===== src/rtl/sweep_stim.sv =====
// sweep_stim: stimulus generator that feeds arguments to an attached DUT over
// a ready/valid pair and captures the DUT's result.
//
// Argument sources, selected by mode:
//   00 MANUAL - the switch value, issued whenever it changes to a legal value
//   01 AUTO   - a 0..MAX sweep, one step every 2^DIV_W cycles
//   10 STEP   - a 0..MAX sweep, one step per step-button press
//   11 HOLD   - nothing new is issued
//
// Ports:
//   clk, rst_n                  clock, async active-low reset
//   sw[WIDTH]                   manual argument (asynchronous switches)
//   mode[2]                     source select (see above)
//   step                        asynchronous step button
//   dut_in/_valid/_ready        argument channel to the DUT
//   dut_out/_valid/_ready       result channel from the DUT
//   result[WIDTH]               last captured result
//   cur[WIDTH]                  last issued argument
//   overrun[8]                  saturating count of dropped AUTO/STEP triggers
module sweep_stim #(
    parameter int WIDTH = 16,
    parameter int MAX   = 24,
    parameter int DIV_W = 27
) (
    input  logic             clk,
    input  logic             rst_n,
    input  logic [WIDTH-1:0] sw,
    input  logic [1:0]       mode,
    input  logic             step,
    output logic [WIDTH-1:0] dut_in,
    output logic             dut_in_valid,
    input  logic             dut_in_ready,
    input  logic [WIDTH-1:0] dut_out,
    input  logic             dut_out_valid,
    output logic             dut_out_ready,
    output logic [WIDTH-1:0] result,
    output logic [WIDTH-1:0] cur,
    output logic [7:0]       overrun
);

    typedef enum logic [1:0] {ST_IDLE, ST_REQ, ST_WAIT} state_t;

    localparam logic [1:0]       MODE_MANUAL = 2'b00;
    localparam logic [1:0]       MODE_AUTO   = 2'b01;
    localparam logic [1:0]       MODE_STEP   = 2'b10;
    localparam logic [WIDTH-1:0] MAX_V       = WIDTH'(MAX);

    state_t             state_q, state_d;
    logic [WIDTH-1:0]   cur_q, cur_d;
    logic [WIDTH-1:0]   result_q, result_d;
    logic [DIV_W-1:0]   div_q, div_d;
    logic [7:0]         overrun_q, overrun_d;
    logic               dut_in_valid_q, dut_in_valid_d;
    logic               dut_out_ready_q, dut_out_ready_d;

    // Two-flop synchronisers; step keeps a third flop for edge detection.
    logic [WIDTH-1:0]   sw_s1_q, sw_s2_q;
    logic               step_s1_q, step_s2_q, step_s3_q;

    logic [WIDTH-1:0]   next_arg;
    logic               seq_trig;   // AUTO/STEP trigger: droppable
    logic               man_trig;   // MANUAL trigger: a level, so it persists

    always_comb begin
        next_arg = (cur_q == MAX_V) ? '0 : cur_q + WIDTH'(1);
        // The divider sits at zero outside AUTO so entering AUTO fires at once.
        div_d    = (mode == MODE_AUTO) ? div_q + DIV_W'(1) : '0;
        seq_trig = ((mode == MODE_AUTO) && (div_q == '0)) ||
                   ((mode == MODE_STEP) && step_s2_q && !step_s3_q);
        man_trig = (mode == MODE_MANUAL) && (sw_s2_q != cur_q) && (sw_s2_q <= MAX_V);

        state_d   = state_q;
        cur_d     = cur_q;
        result_d  = result_q;
        overrun_d = overrun_q;

        case (state_q)
            ST_IDLE: begin
                if (seq_trig) begin
                    cur_d   = next_arg;
                    state_d = ST_REQ;
                end else if (man_trig) begin
                    cur_d   = sw_s2_q;
                    state_d = ST_REQ;
                end
            end
            ST_REQ: begin
                if (dut_in_valid_q && dut_in_ready) state_d = ST_WAIT;
            end
            ST_WAIT: begin
                // Result is only ever captured here, even if the DUT had it
                // ready in the same cycle it accepted the argument.
                if (dut_out_valid && dut_out_ready_q) begin
                    result_d = dut_out;
                    state_d  = ST_IDLE;
                end
            end
            default: state_d = ST_IDLE;
        endcase

        if ((state_q != ST_IDLE) && seq_trig && (overrun_q != 8'hFF))
            overrun_d = overrun_q + 8'd1;

        // Handshake outputs are registered decodes of the next state.
        dut_in_valid_d  = (state_d == ST_REQ);
        dut_out_ready_d = (state_d == ST_WAIT);
    end

    always_ff @(posedge clk or negedge rst_n) begin
        if (!rst_n) begin
            state_q         <= ST_IDLE;
            cur_q           <= '0;
            result_q        <= '0;
            div_q           <= '0;
            overrun_q       <= '0;
            dut_in_valid_q  <= 1'b0;
            dut_out_ready_q <= 1'b0;
            sw_s1_q         <= '0;
            sw_s2_q         <= '0;
            step_s1_q       <= 1'b0;
            step_s2_q       <= 1'b0;
            step_s3_q       <= 1'b0;
        end else begin
            state_q         <= state_d;
            cur_q           <= cur_d;
            result_q        <= result_d;
            div_q           <= div_d;
            overrun_q       <= overrun_d;
            dut_in_valid_q  <= dut_in_valid_d;
            dut_out_ready_q <= dut_out_ready_d;
            sw_s1_q         <= sw;
            sw_s2_q         <= sw_s1_q;
            step_s1_q       <= step;
            step_s2_q       <= step_s1_q;
            step_s3_q       <= step_s2_q;
        end
    end

    assign dut_in        = cur_q;
    assign dut_in_valid  = dut_in_valid_q;
    assign dut_out_ready = dut_out_ready_q;
    assign result        = result_q;
    assign cur           = cur_q;
    assign overrun       = overrun_q;

endmodule


===== config.mk =====
export PLATFORM = sky130hd
export DESIGN_NAME = sweep_stim
export DESIGN_NICKNAME = d
export VERILOG_FILES = /design/src/rtl/sweep_stim.sv
export SDC_FILE = /design/constraint.sdc
export NUM_CORES = 1
export LEC_CHECK = 0
export CAP_MARGIN = 15
export CORE_MARGIN = 1
export CORE_UTILIZATION = 35
export CTS_CLUSTER_SIZE = 10
export DETAILED_ROUTE_END_ITERATION = 7
export GPL_TIMING_DRIVEN = 0
export PLACE_DENSITY = 0.54
export RECOVER_POWER = 50
export SYNTH_ARGS = -nofsm -noshare
export SYNTH_HDL_FRONTEND = slang
export SYNTH_SLANG_ARGS = --single-unit

===== constraint.sdc =====
create_clock -name clk -period 3 [get_ports clk]
set_input_delay 0.3 -clock clk [delete_from_list [all_inputs] [get_ports clk]]
set_output_delay 0.3 -clock clk [all_outputs]
set_load 0.01 [all_outputs]

==> flow_summary.ini, run 1 <==
[floorplan]
core_um2 = 14000
num_rows = 43
die_w_um = 122
die_area_um2 = 15000
die_y_um = 122
initial_core_util_pct = 36.3
boundaryPins = 97

[setup_path]
criticalPathCategory = register to register
r2r-start = cur[0]
regToRegSetupSlack_ps = 700
crit_required_ps = 3240
startpoint_type = register
crit_fanout = 10
reg2reg_to = cur[10]
endpoint_kind = register
ff2ff_path_depth = 7
cp.arrival_ps = 2540

[clocking]
clk_pin_slew_worst_paths_ps = 80
cts_root_buf = clkbuf_16
clock_path_buffers = 2
cts_tree = done
htree_levels = 3
insertion_delay_ps = 360
cts_setup_buffers = 0
cts_sinks = 106
cts_buffers = 9

[drt]
drt_first_pass_iters = 5
drt_iter0_markers = 261
via_per_inst = 5.02
drtAntennaViolNets = 0
drc = 0
wl_per_cell_um = 15.5
wl_um = 11700
num_vias = 3762

[yosys]
synth_ff_type = dfrtp_1
synth_edf_count = 0
syn-num-nets = 498
yosysUniqueCellTypes = 49
synth_seq_area_share_pct = 52.3
ys_ff_latch = 106
synth_area_um2 = 5070
async_flop_share_pct = 100
synth_area_leaders = dfrtp_1, xor2_1, mux2i_1, nor2_1, mux2_1
avgSynthCellArea_um2 = 11.2
yosys_warnings = 0
synth_top_cell_by_area = dfrtp_1
synth_top_area_share_pct = 52.3
syn_inst = 454

[global_route]
grt_max_degree = 61
grt_use_total_pct = 16.6
antenna_found_initial = 2
overflow = 0
grt_pass1_vias = 3678
grt_pass1_wl_um = 18900

[outcome]
outcome = complete, no violations

[timing]
max_clock_freq_mhz = 435
final_hold_viol_count = 0
slew_headroom_pct = 19.5
post-route-period-util_pct = 76.7
finClkSkew_ps = 10.9
fin_ws_ps = 700
worst_slew_pin_slew_ps = 1210
slew_violations = 0
finalSetupViolations = 0
fin_crit_ps = 2300
rsz0062_at_grt = false

[worst_hold_path]
whs_endpoint = sw_s2_q[8]
hold_start = sw_s1_q[8]
hold_depth = 0
min_path_type = register to register

[final_layout]
drive_gt1_share_pct = 11.3
layout_commonest_cell = dfrtp_1
nets = 607
fillCellCount = 1333
fin_area_um2 = 6600
syn_to_final_growth_pct = 30.2
stdcell_count = 750
layout_common_cells = dfrtp_1, clkdlybuf4s50_1, nor2_1

[placement]
numPortBuffers = 96
dpl_cell_area_um2 = 6280
pre_cts_slack_ps = 471
hpwl_um = 8380
place_inst = 731
place.gp.congestion = 0.818

[pwr]
power_frac_comb_pct = 40.5
irDropWorstVdd_mv = 0.419
internal_power_w = 0.00355
p_per_area_nw_per_um2 = 827
p_sw_w = 0.00191
switching_share_pct = 35.0
seqPwrFrac_pct = 36.5
leakage_nw = 2.81
total_power_w = 0.00546
power_frac_clock_pct = 23.0

[run]
cap_violations = 0
[state kept, by name, indices dropped and copies added, names as in the netlist]
signal,cells
div_q,27
cur,16
result,16
sw_s1_q,16
sw_s2_q,16
overrun,8
state_q,2
dut_in_valid,1
dut_out_ready,1
step_s1_q,1
step_s2_q,1
step_s3_q,1
[Yosys cell counts (all sizes together), types with 4 or more instances]
master and count:
dfrtp 106, nor2 39, xor2 30, buf 26, nand3 23, nand2 20
mux2 19, o211ai 18, mux2i 17, nor4 17, clkbuf 14, xnor2 12
and4 11, nand4 11, nor3 11, and3 10, inv 10, a2bb2oi 7
a21oi 5, ha 5, o21ai 5, or3 4
[cell families (layout without fill, tap and decap cells)]
kind of cell    count (synthesis)  after routing  synth area share, %
other cells                     0              2                    0
compound gates                 51             51                 8.07
flops                         106            106                 52.3
buf+inv                        50            164                 5.35
mux                            36             36                 7.57
xor+xnor                       42             42                 7.25
simple gates                  164            164                 18.2
fa+ha+maj                       5              5                 1.23
[critical path: stages (launching register included)]
cell and delay [ps]:
dfrtp_1 490, inv_1 140, ha_1 150, nor4bb_1 250, nand4_1 480, and3b_1 380, a22oi_1 170, o211ai_2 110
[how the worst max path moves through the flow]
stage          slack (ps)  cells past startpoint     start          to
4_1_cts               710                      7    cur[0]     cur[10]
3_5_place_dp          470                      7   mode[0]  state_q[0]
6_report              700                      7    cur[0]     cur[10]
5_1_grt               350                      3     rst_n  sw_s2_q[0]
3_3_place_gp        -2440                      1     rst_n    div_q[0]
2_1_floorplan        1090                      8  div_q[0]  overrun[1]
[metal layers]
layer	routed length (um)	up-vias	track usage (%)
met5	0	-	0
met2	5340	89	25.4
met3	579	19	4.28
li1	-	1833	-
met4	272	0	7.32
met1	5460	1821	22.1
[timing repair]
item | 4_1_cts | 5_1_grt
endpoints found under the setup margin | 0 | 0
endpoints found under the hold margin | 46 | 0
hold buffers | 1 | 0
resized for setup | 0 | 0
[final cells by class]
type	instances	area, um2	area share [%]
inverter	10	37.5	0.569
antenna	2	5.00	0.0758
sequential	106	2650	40.2
clock buffer	9	225	3.41
tap	180	225	3.41
buffer	40	234	3.54
multi-input combinational	298	2150	32.5
clock inverter	7	101	1.53
timing repair buffer	98	973	14.7
[power groups by stage]
stage | combinational [W] | sequential [W] | clock, W
3_5_place_dp | 0.00223 | 0.00202 | 0
2_1_floorplan | 0.00114 | 0.00207 | 0
3_3_place_gp | 0.00220 | 0.00200 | 0
6_report | 0.00221 | 0.00199 | 0.00126
4_1_cts | 0.00224 | 0.00200 | 0.00129
5_1_grt | 0.00242 | 0.00204 | 0.00135
[per-stage QoR]
stage,hold slack [ps],util [%],setup TNS [ps]
final,353,47.2,0
after floorplan,4.41,-,0
after CTS,352,47.3,0
after global placement,334,44.7,-258250
after global routing,358,47.2,0
after detailed placement,336,44.9,0
No activity file was read; power rests on OpenSTA's default activity.
==> run 2, diff against run 1 <==
--- a/config.mk
+++ b/config.mk
@@ -11,7 +11,7 @@
 export CTS_CLUSTER_SIZE = 10
 export DETAILED_ROUTE_END_ITERATION = 7
 export GPL_TIMING_DRIVEN = 0
-export PLACE_DENSITY = 0.54
+export PLACE_DENSITY = 0.56
 export RECOVER_POWER = 50
 export SYNTH_ARGS = -nofsm -noshare
 export SYNTH_HDL_FRONTEND = slang
==> constraint.sdc (replaced) <==
create_clock -name clk -period 2.11 [get_ports clk]
set_input_delay 0.211 -clock clk [delete_from_list [all_inputs] [get_ports clk]]
set_output_delay 0.211 -clock clk [all_outputs]
set_load 0.01 [all_outputs]
==> run 2 against run 1 <==
Net effect:
- hold slack worse by 1.1 ps
- fmax is 14% higher
- total power is 43% higher
- wire length is 2.5% lower
- sequential share of layout area is 0.61 points lower
- die area stayed put
- cell count is 0.27% lower
- clock power is 44% higher
- largest cell class unchanged
==> flow_summary.ini, run 2 (synthesis gave the netlist of run 1 again) <==
[global_route]
grt_pass1_vias = 3649
grt_pass1_wl_um = 18500
grt_max_degree = 61
antenna_found_initial = 0
grt_use_total_pct = 16.1
overflow = 0

[floorplan]
die_y_um = 122
num_rows = 43
boundaryPins = 97
die_area_um2 = 15000
die_w_um = 122
core_um2 = 14000
initial_core_util_pct = 36.3

[setup_path]
endpoint_kind = register
cp-startpoint = div_q[0]
cp_top_family = buffers and inverters
crit_required_ps = 2340
worstPathCellList = inv_1 > ha_1 > nor4b_4 > and3_4 > a21o_1 > buf_6 > a22oi_2 > buf_4 > buf_6 > o211ai_2
critPathSlowestCell = dfrtp_1
ff2ff_path_depth = 10
criticalPathCategory = register to register
startpoint_type = register
reg2reg_to = cur[7]
cp.arrival_ps = 2250
cp.depth = 10
cp_num_buf_inv = 4
r2r-start = div_q[0]
slowest_delay_ps = 390
regToRegSetupSlack_ps = 90
cpMostUsedCell = buf_6
crit_path_end = cur[7]
crit_fanout = 9

[final_layout]
drive_gt1_share_pct = 14.8
layout_commonest_cell = dfrtp_1
layout_common_cells = dfrtp_1, clkdlybuf4s50_1, nor2_1
n_antenna_cell = 0
stdcell_count = 748
regMostFlops = div_q
syn_to_final_growth_pct = 32.3
largest_reg_flops = 27
nets = 607

[clocking]
htree_levels = 3
cts_sinks = 106
insertion_delay_ps = 350
cts_tree = done
cts_buffers = 9
clock_path_buffers = 2
cts_root_buf = clkbuf_16
clk_pin_slew_worst_paths_ps = 80

[pwr]
irDropWorstVdd_mv = 0.540
power_frac_clock_pct = 23.3
switching_share_pct = 33.9
p_sw_w = 0.00264
seqPwrFrac_pct = 38.2
power_frac_comb_pct = 38.5
total_power_w = 0.00779
p_per_area_nw_per_um2 = 1160
leakage_nw = 2.87
internal_power_w = 0.00515

[worst_hold_path]
min_path_type = register to register
hold_depth = 0

[outcome]
outcome = complete, no violations

[timing]
worst_slew_pin_slew_ps = 1170
max_clock_freq_mhz = 495
post-route-period-util_pct = 95.7
final_hold_viol_count = 0
finalSetupViolations = 0
slew_violations = 0
finClkSkew_ps = 6.74
rsz0062_at_grt = true
slew_headroom_pct = 22.1
fin_crit_ps = 2020

[drt]
wl_um = 11400
drt_iter0_markers = 232
wl_per_cell_um = 15.2
via_per_inst = 5.04
num_vias = 3772
drt_first_pass_iters = 4
drc = 0
drtAntennaViolNets = 0

[placement]
hpwl_um = 8290
place_inst = 731
numPortBuffers = 96
place.gp.congestion = 0.862

[run]
cap_violations = 0
run 2: cell count changes in the layout (fill, tap and decap cells not counted), sizes merged:
cell	delta
clkbuf	-7
inv	-1
dlygate4sd3	-1
diode	-2
buf	+7
clkdlybuf4s50	+1
bufinv	+1
run 2: how the worst min path moves through the flow:
| stage | start | endpoint | slack (ps) |
|---|---|---|---|
| 3_5_place_dp | rst_n | div_q[4] | 280 |
| 5_1_grt | sw_s1_q[0] | sw_s2_q[0] | 370 |
| 6_report | sw_s1_q[15] | sw_s2_q[15] | 350 |
| 3_3_place_gp | sw_s1_q[11] | sw_s2_q[11] | 330 |
| 4_1_cts | sw[5] | sw_s1_q[5] | 270 |
| 2_1_floorplan | rst_n | cur[0] | -80 |
run 2: routing by layer:
metal,vias up,part of all wire (%),track usage (%)
met5,-,0,0
met4,0,1.1,5.95
met3,7,4.2,2.56
met2,91,48,25.8
met1,1836,47,21.7
li1,1838,-,-
run 2: final cells by class:
cell class,instances,area [um2]
fillers,1332,7280
flip-flops and latches,106,2660
multi-input cells,298,2210
repair buffers,104,1020
clock buffers,9,225
well taps,180,225
plain buffers,34,223
clock inverters,7,110
inverters,10,37.5
run 2: stage by stage:
stage	TNS [ps]	hold slack, ps	setup WS (ps)	cell area, um2	utilization [%]
after global routing	-74.4	370	-22.1	6710	48.0
after CTS	0	274	15.8	6660	47.6
after detailed placement	-5450	279	-304	6280	44.9
final	0	352	90.5	6710	48.0
after global placement	-344990	332	-3220	6260	44.7
after floorplan	0	-84.6	197	5070	-
run 2: repair_timing:
item                                   CTS  global route
pin swaps                                2             1
resized for setup                        6            13
buffers inserted                         2             3
cloned                                   0             1
hold buffers                             1             0
endpoints found under the hold margin   46             0
setup endpoints to repair               22            21
run 2: power groups by stage:
stage / sequential (W) / combinational [W] / clock, W
2_1_floorplan: 0.00295 / 0.00162 / 0
3_3_place_gp: 0.00285 / 0.00312 / 0
3_5_place_dp: 0.00287 / 0.00317 / 0
4_1_cts: 0.00284 / 0.00318 / 0.00188
5_1_grt: 0.00305 / 0.00330 / 0.00196
6_report: 0.00297 / 0.00300 / 0.00182
==> run 3, diff against run 2 <==
--- a/config.mk
+++ b/config.mk
@@ -5,13 +5,14 @@
 export SDC_FILE = /design/constraint.sdc
 export NUM_CORES = 1
 export LEC_CHECK = 0
+export ABC_AREA = 1
 export CAP_MARGIN = 15
 export CORE_MARGIN = 1
 export CORE_UTILIZATION = 35
-export CTS_CLUSTER_SIZE = 10
+export CTS_CLUSTER_SIZE = 40
 export DETAILED_ROUTE_END_ITERATION = 7
 export GPL_TIMING_DRIVEN = 0
-export PLACE_DENSITY = 0.56
+export PLACE_DENSITY = 0.55
 export RECOVER_POWER = 50
 export SYNTH_ARGS = -nofsm -noshare
 export SYNTH_HDL_FRONTEND = slang
==> run 3 against run 2 <==
Net effect:
- sequential power down 2%
- total power down 2.7%
- first-iteration DRC count down 4.3%
- cell count up 35%
- clock power about the same
- final area up 4.9%
- register-to-register slack better by 90 ps
- clock skew up 4.8 ps
- setup slack better by 94 ps
- synthesized cell count up 51%
- sequential cell count unchanged
- critical endpoint is now cur[10]
- largest power group is now registers
==> flow_summary.ini, run 3 <==
[final_layout]
regMostFlops = div_q
fillCellCount = 1491
layout_common_cells = nand2_1, dfrtp_1, clkdlybuf4s50_1
n_antenna_cell = 0
fin_area_um2 = 7040
largest_reg_flops = 27
nets = 838
syn_to_final_growth_pct = 28.6
drive_gt1_share_pct = 12.0
layout_commonest_cell = nand2_1

[drt]
top_layer_used = met4
wl_met1_um = 5840
drtAntennaViolNets = 0
drt_first_pass_iters = 4
wl_per_cell_um = 12.9
drc = 0
via_per_inst = 4.63
num_vias = 4676
drt_iter0_markers = 222
met2_length_um = 6430
met3_length_um = 465
wl_um = 13000

[floorplan]
num_rows = 45
die_w_um = 127
die_y_um = 127
boundaryPins = 97
initial_core_util_pct = 35.9
core_um2 = 15300
die_area_um2 = 16200

[clocking]
cts_buffers = 9
cts_tree = done
clk_pin_slew_worst_paths_ps = 70
insertion_delay_ps = 360
clock_path_buffers = 2
cts_root_buf = clkbuf_16
htree_levels = 3
ctsResizeCount = 0
cts_sinks = 106

[worst_hold_path]
hold_start = sw_s1_q[4]
hold_depth = 0
min_path_type = register to register
whs_endpoint = sw_s2_q[4]

[setup_path]
criticalPathCategory = register to register
critPathSlowestCell = dfrtp_1
crit_required_ps = 2360
slowest_delay_ps = 410
cp_num_buf_inv = 3
regToRegSetupSlack_ps = 180
worstPathCellList = inv_1 > ha_1 > nand2_1 > nor2_1 > nand2_1 > nor2_2 > nand2_4 > nand2_8 > inv_4 > nand2_8 > nand2_8 > buf_8 > nand2_2 > nand2_1
crit_fanout = 10
endpoint_kind = register
reg2reg_to = cur[10]
ff2ff_path_depth = 14
cp.arrival_ps = 2180
r2r-start = div_q[0]
cp_top_family = simple AND/OR/NAND/NOR gates
startpoint_type = register
cp-startpoint = div_q[0]

[pwr]
irDropWorstVdd_mv = 0.444
leakage_nw = 3.29
p_per_area_nw_per_um2 = 1080

[timing]
worst_slew_pin_slew_ps = 996
finClkSkew_ps = 11.5
slew_violations = 0
hold_slack_ps = 351
finalSetupViolations = 0
max_clock_freq_mhz = 519
slew_headroom_pct = 33.6
rsz0062_at_grt = false
final_hold_viol_count = 0
post-route-period-util_pct = 91.2
fin_crit_ps = 1930
tns_ps = 0

[yosys]
async_flop_share_pct = 100
yosysUniqueCellTypes = 33
syn_inst = 684
avgSynthCellArea_um2 = 8.01
yosysMostFrequentCell = nand2_1
synth_edf_count = 0
ys_ff_latch = 106
syn-num-nets = 728
yosys_warnings = 0
synth_top_area_share_pct = 48.4
synth_ff_type = dfrtp_1
synth_area_leaders = dfrtp_1, nand2_1, nor2_1, nand3_1, inv_1
synth_area_um2 = 5480
synth_seq_area_share_pct = 48.4
synth_top_cell_by_area = dfrtp_1
synth_commonest_cells = nand2_1, dfrtp_1, nor2_1, inv_1, nand3_1

[global_route]
grt_pass1_wl_um = 21800
grt_pass1_vias = 4465
grt_max_degree = 68
grt_use_total_pct = 17.3
antenna_found_initial = 0
overflow = 0

[outcome]
outcome = complete, no violations

[placement]
hpwl_um = 9680
dpl_cell_area_um2 = 6730
place.gp.congestion = 0.897
numPortBuffers = 96

[run]
cap_violations = 0
[run 3: cell types whose count changed in the layout (fill, tap and decap cells not counted), moves of 14 or more]
cell	before	now
xor2_1	30	15
o21ai_0	0	15
nand3_1	21	53
a21oi_1	4	18
mux2i_1	15	0
inv_1	10	70
nor2_1	38	75
nand2_1	20	197
inv_2	0	14
[run 3: power by group]
group / total, W / internal (W) / switching, W
logic: 0.00287 / 0.00154 / 0.00133
registers: 0.00291 / 0.00240 / 0.000511
clock network: 0.00180 / 0.000957 / 0.000840
total: 0.00758 / 0.00490 / 0.00268
[run 3: routing by layer]
metal	vias to the layer above	global-route usage (%)
li1	2363	-
met1	2201	22.3
met2	96	28.9
met3	16	2.93
met4	0	7.56
met5	-	0
[run 3: logic make-up after synthesis]
logic type | synth area share, %
AO/OA/AOI/OAI | 3.88
XOR/XNOR | 2.88
adder cells (fa/ha/maj) | 1.14
buffers and inverters | 9.25
flip-flops | 48.4
multiplexers | 3.29
AND/OR/NAND/NOR | 31.1
[run 3: timing repair]
action                                  CTS  global route
endpoints found under the setup margin    0             8
buffers inserted                          0             1
hold endpoints to repair                 39             0
hold buffers                              1             0
[run 3: final cells by class]
class	count	area [um2]	share of cell area, %
repair buffers	99	985	14.0
well taps	211	264	3.75
inverters	85	322	4.57
multi-input cells	466	2320	32.9
clock buffers	9	225	3.20
flip-flops and latches	106	2650	37.7
plain buffers	27	185	2.63
clock inverters	7	90.1	1.28
[run 3: worst max path at each step]
stage	endpoint	slack, ps	cells after the start
after global placement	result[14]	-3230	1
after CTS	cur[10]	120	14
after detailed placement	cur[10]	-100	13
after floorplan	cur[9]	400	14
after global routing	cur[13]	6	14
final	cur[10]	180	14
[run 3: worst reg2reg max path, delay by kind of cell, from the launching register on]
kind | cells | cell delay [ps]
adder cells (fa/ha/maj) | 1 | 160
buffers and inverters | 3 | 360
flip-flops | 1 | 410
AND/OR/NAND/NOR | 10 | 890
[run 3: metrics by stage]
step / cells / setup WS, ps / utilization [%] / total power [W]
after floorplan: 684 / 401 / - / 0.00441
after global placement: 991 / -3230 / 43.9 / 0.00580
after detailed placement: 992 / -104 / 44.1 / 0.00585
after CTS: 1009 / 117 / 46.2 / 0.00768
after global routing: 1010 / 6.36 / 46.1 / 0.00812
final: 1010 / 185 / 46.1 / 0.00758
==> RTL change 1: new RTL, config.mk and constraints of run 3 <==
The 3 states of `state_t` get a one-hot encoding in 3 bits.
--- a/src/rtl/sweep_stim.sv
+++ b/src/rtl/sweep_stim.sv
@@ -39,5 +39,5 @@
 );
 
-    typedef enum logic [1:0] {ST_IDLE, ST_REQ, ST_WAIT} state_t;
+    typedef enum logic [2:0] {ST_IDLE = 3'b001, ST_REQ = 3'b010, ST_WAIT = 3'b100} state_t;
 
     localparam logic [1:0]       MODE_MANUAL = 2'b00;
Formal check against the unedited RTL: same outputs for any inputs over 10 cycles, from zero or initial values and one cycle with rst_n low; not proved beyond that.
==> RTL change 1 against run 3 <==
  * Power shrank 9.9%
  * Setup slack better by 0.031 ns
  * Die area is 1.8% higher
  * Count of clock-buffer cells in the layout increased by 1
  * First-iteration DRC count is 35% higher
  * Area after synthesis up 1.9%
  * Worst hold slack about the same
  * Sequential share of layout area decreased by 0.18 points
  * Final area is 1.5% higher
  * Combinational power decreased by 14%
  * Synthesized cell count increased by 1.6%
  * Wire length increased by 6.6%
  * Clock power down 8%
  * Sequential cell count grew 1
  * Critical endpoint is now cur[11]
==> RTL change 1: results (changes against run 3) <==
- Final std cells w/o fill: 1022 (+1.2%)
- Setup crit start: mode[0]
- VDD IR max: 0.452 mV (+1.7%)
- First-pass GRT wire length: 22.7 mm (+3.8%)
- Final GP Congestion: 0.852 (-5.0%)
- Syn_nets: 739 (+1.5%)
- Leakage power: 3.40 nW (+3.3%)
- Crit path DAT: 2.13 ns (-0.05 ns)
- Slew HR: 0.0873 (-0.248)
- Vias in the first global route: 4513 (+1.1%)
- Mapped Cells: 695 (+1.6%)
- DR WL/cell: 13.6 um (+5.3%)
- Worst path max stage delay: 0.58 ns (+0.17 ns)
- Largest net degree at the start of global routing: 57 (-16%)
- GRT Util Overall: 0.179 (+0.00529)
- Top post-synthesis cells by count: 210 x nand2_1, 106 x dfrtp_1, 77 x nor2_1
- Mux share of post-synthesis cell area: 0.0323 (-0.000605)
- R2R Setup Slk: 0.22 ns (+0.03 ns)
- Share of cells above drive strength 1: 0.111 (-0.00918)
- CP max stage cell: dlygate4sd3_1
- Layout Nets: 850 (+1.4%)
- R2r endpoint: cur[11]
- Initial DRT Pass Iterations: 6 (+2)
- Adder-Cell Fraction of Synth Area: 0.0112 (-0.000210)
- Via density: 4.70 (+1.6%)
- Placed Area: 6830 um2 (+1.5%)
- HPWL after DPL: 10.2 mm (+5.5%)
- Post-Synth XOR/XNOR Area: 0.0314 (+0.00261)
- Crit Path Category: input port to register
- Status: completed
- Synth top area cells: dfrtp_1 48%, nand2_1 14%, nor2_1 5.2%
- Cts bufs inserted: 9 (unchanged)
- First-iteration detailed-routing DRC count: 300 (+35%)
- Worst Skew: 0.00747 ns (-0.00402 ns)
## RTL change 1: cell types whose count changed after synthesis, sizes merged, moves of 3 or more
cell / delta
nor3: -6
nand4: +3
inv: -3
a21oi: -3
nand2: +6
buf: +3
nand3: +3
## RTL change 1: how the worst min path moves through the flow
stage                     from         end
floorplan                rst_n      cur[0]
global placement     step_s1_q   step_s2_q
detailed placement       rst_n      cur[9]
CTS                      sw[4]  sw_s1_q[4]
global route        sw_s1_q[8]  sw_s2_q[8]
finish               step_s1_q   step_s2_q
## RTL change 1: what timing repair did
item | CTS | global route
gates resized for setup | 0 | 2
setup buffers | 0 | 2
hold endpoints to repair | 51 | 0
hold buffers | 1 | 0
setup endpoints to repair | 0 | 9
## RTL change 1: cell type report
type	count	area, um2
buffer	30	211
clock buffer	10	239
clock inverter	6	52.6
fill	1530	8220
inverter	82	310
multi-input combinational	476	2380
sequential	107	2680
tap	211	264
timing repair buffer	100	1010
## RTL change 1: per-stage QoR
stage	hold slack [ns]	setup slack, ns	utilization
after floorplan	-0.0846	0.428	-
after global placement	0.332	-3.32	0.443
after detailed placement	0.312	-0.0223	0.444
after CTS	0.270	0.140	0.464
after global routing	0.357	0.0245	0.465
final	0.351	0.216	0.465
## RTL change 1: metal layers
| metal | vias to the layer above | track usage | share of wire |
|---|---|---|---|
| met5 | - | 0 | 0 |
| met4 | 0 | 0.0478 | 0.011 |
| met3 | 13 | 0.0388 | 0.039 |
| met2 | 108 | 0.305 | 0.51 |
| met1 | 2285 | 0.228 | 0.45 |
| li1 | 2402 | - | - |
## RTL change 1: where the power goes
part           total [mW]  switching, mW  internal [mW]
combinational        2.46           1.21           1.25
clock                1.66          0.809          0.855
sequential           2.71          0.409           2.30
==> RTL change 2: new RTL, settings of run 3 <==
Made on the original files. `WIDTH`: 16 -> 24.
--- a/src/rtl/sweep_stim.sv
+++ b/src/rtl/sweep_stim.sv
@@ -19,5 +19,5 @@
 //   overrun[8]                  saturating count of dropped AUTO/STEP triggers
 module sweep_stim #(
-    parameter int WIDTH = 16,
+    parameter int WIDTH = 24,
     parameter int MAX   = 24,
     parameter int DIV_W = 27
Interface: changed (5 resized); port bits go from 97 to 137. No check against the original RTL was run, so the function may have changed too.
==> RTL change 2 against run 3 <==
  * Final area grew 32%
  * Power up 42%
  * Sequential cell count increased by 32
  * Setup slack about the same
  * Wire length rose by 36%
  * Sequential power rose by 33%
  * Critical path type unchanged
  * Area after synthesis grew 26%
  * Clock skew shrank 0.0014 ns
==> RTL change 2: results (changes against run 3) <==
- Hold path depth: 1 (+1)
- Cts bufs inserted: 17 (+8)
- Worst-Margin Slew: 1.12 ns (+0.129 ns)
- Clock latency on the worst-skew pair: 0.43 ns (+0.07 ns)
- R2r endpoint: div_q[22]
- R2R Setup Slk: 0.19 ns (about the same)
- HPWL after DPL: 12.9 mm (+33%)
- Internal power: 6.92 mW (+41%)
- Crit path DAT: 2.23 ns (+0.05 ns)
- DP Cell Count: 1256 (+27%)
- Ys async rst share: 1.00 (unchanged)
- Met1 usage: 0.239 (+0.0160)
- Share of cells above drive strength 1: 0.121 (+0.00121)
- Register area share after synthesis: 0.499 (+0.0142)
- H-tree depth: 4 (+1)
- Via count: 5978 (+28%)
- Mapped Avg Cell Area: 8.11 um2 (+1.3%)
- DRC errors left: 0 (unchanged)
- CP Max Fanout: 5 (-5)
- Synth top area cells: dfrtp_1 50%, nand2_1 14%, nand3_1 5.9%
- IO Port Bufs: 136 (+42%)
- Initial DRT Pass Iterations: 7 (+3)
- GRT met3 Usage: 0.0560 (+0.0267)
- Status: completed
- Worst hold path type: input port to register
- DR WL/cell: 13.6 um (+5.7%)
- Grt met2 use: 0.297 (+0.00859)
- Syn_nets: 914 (+26%)
- GRT Util Overall: 0.185 (+0.0118)
- Count of different cell masters after synthesis: 33 (unchanged)
- First-pass GRT wire length: 28.9 mm (+32%)
- First-iteration detailed-routing DRC count: 353 (+59%)
- Top post-synthesis cells by count: 264 x nand2_1, 138 x dfrtp_1, 96 x nor2_1
- Worst r2r path cells: 10 (-4)
- Leakage power: 4.39 nW (+34%)
- Vias in the first global route: 5749 (+29%)
- Final GP Congestion: 0.924 (+3.0%)
- Worst Skew: 0.0101 ns (-0.00137 ns)
- Layout Nets: 1077 (+29%)
- Largest net degree at the start of global routing: 96 (+41%)
- Clk buf depth: 2 (unchanged)
- Initial antenna violation count: 4 (+4)
- WL final: 17.7 mm (+36%)
## RTL change 2: cell types whose count changed after synthesis, moves of 4 or more
cell and delta:
buf_4 +10, nand2_2 -5, nand4_1 +6, nor3_1 -8, inv_2 -10, mux2_2 +8, nand3_1 +29, dfrtp_1 +32
o21ai_1 -4, nand2_1 +67, nor2_1 +21, o21ai_0 +10, inv_1 +14
## RTL change 2: worst max-delay path, cell delays in order, from the launching register on
cell and delay (ns):
dfrtp_1 0.41, ha_1 0.21, nand2_1 0.06, inv_1 0.09, nand2_1 0.11, nor2_1 0.17, nand3_1 0.17, nor2_2 0.22
nand3_1 0.13, o21ai_0 0.18, a21oi_1 0.07
## RTL change 2: layout make-up
type | instances | area [um2]
clock buffers | 18 | 439
plain buffers | 41 | 289
flip-flops and latches | 138 | 3450
clock inverters | 14 | 135
inverters | 89 | 337
diodes | 4 | 10.0
well taps | 265 | 332
repair buffers | 144 | 1440
fillers | 1896 | 10200
multi-input cells | 586 | 2870
## RTL change 2: what timing repair did
action,CTS,global route
hold buffers,1,0
endpoints found under the setup margin,0,26
endpoints found under the hold margin,43,0
gates resized for setup,0,9
setup buffers,0,6
## RTL change 2: power groups by stage
stage	registers (mW)	logic, mW	clock network (mW)
final	3.86	4.06	2.84
after global routing	3.97	4.48	3.04
after CTS	3.88	4.09	2.94
after detailed placement	3.92	4.06	0
after global placement	3.90	4.04	0
after floorplan	3.93	1.94	0
## RTL change 2: cell families after synthesis
| group | after synthesis | synth area share |
|---|---|---|
| AOI/OAI and AO/OA | 48 | 0.0372 |
| xor gates and xnor gates | 19 | 0.0240 |
| adders and majority gates | 5 | 0.00903 |
| buffers and inverters | 130 | 0.0894 |
| DFF | 138 | 0.499 |
| muxes | 24 | 0.0390 |
| and+or+nand+nor | 490 | 0.303 |
## RTL change 2: worst min-delay path by stage
| stage | startpoint | endpoint | slack (ns) |
|---|---|---|---|
| after detailed placement | rst_n | sw_s2_q[14] | 0.16 |
| after global routing | sw[20] | sw_s1_q[20] | 0.32 |
| after global placement | sw_s1_q[5] | sw_s2_q[5] | 0.33 |
| final | sw[9] | sw_s1_q[9] | 0.33 |
| after floorplan | rst_n | cur[0] | -0.08 |
| after CTS | sw[9] | sw_s1_q[9] | 0.20 |
## RTL change 2: through the flow
stage	setup slack [ns]	setup TNS, ns	area (um2)
floorplan	0.469	0	6930
detailed placement	-0.200	-4.64	8650
finish	0.185	0	9310
global placement	-4.90	-678.61	8620
CTS	0.0982	0	9230
global route	-0.0141	-0.0707	9300
## RTL change 2: routing by layer
metal / share of wire / wire (um)
met4: 0.015 / 268
met5: 0 / 0
met1: 0.46 / 8060
met3: 0.055 / 977
met2: 0.47 / 8380
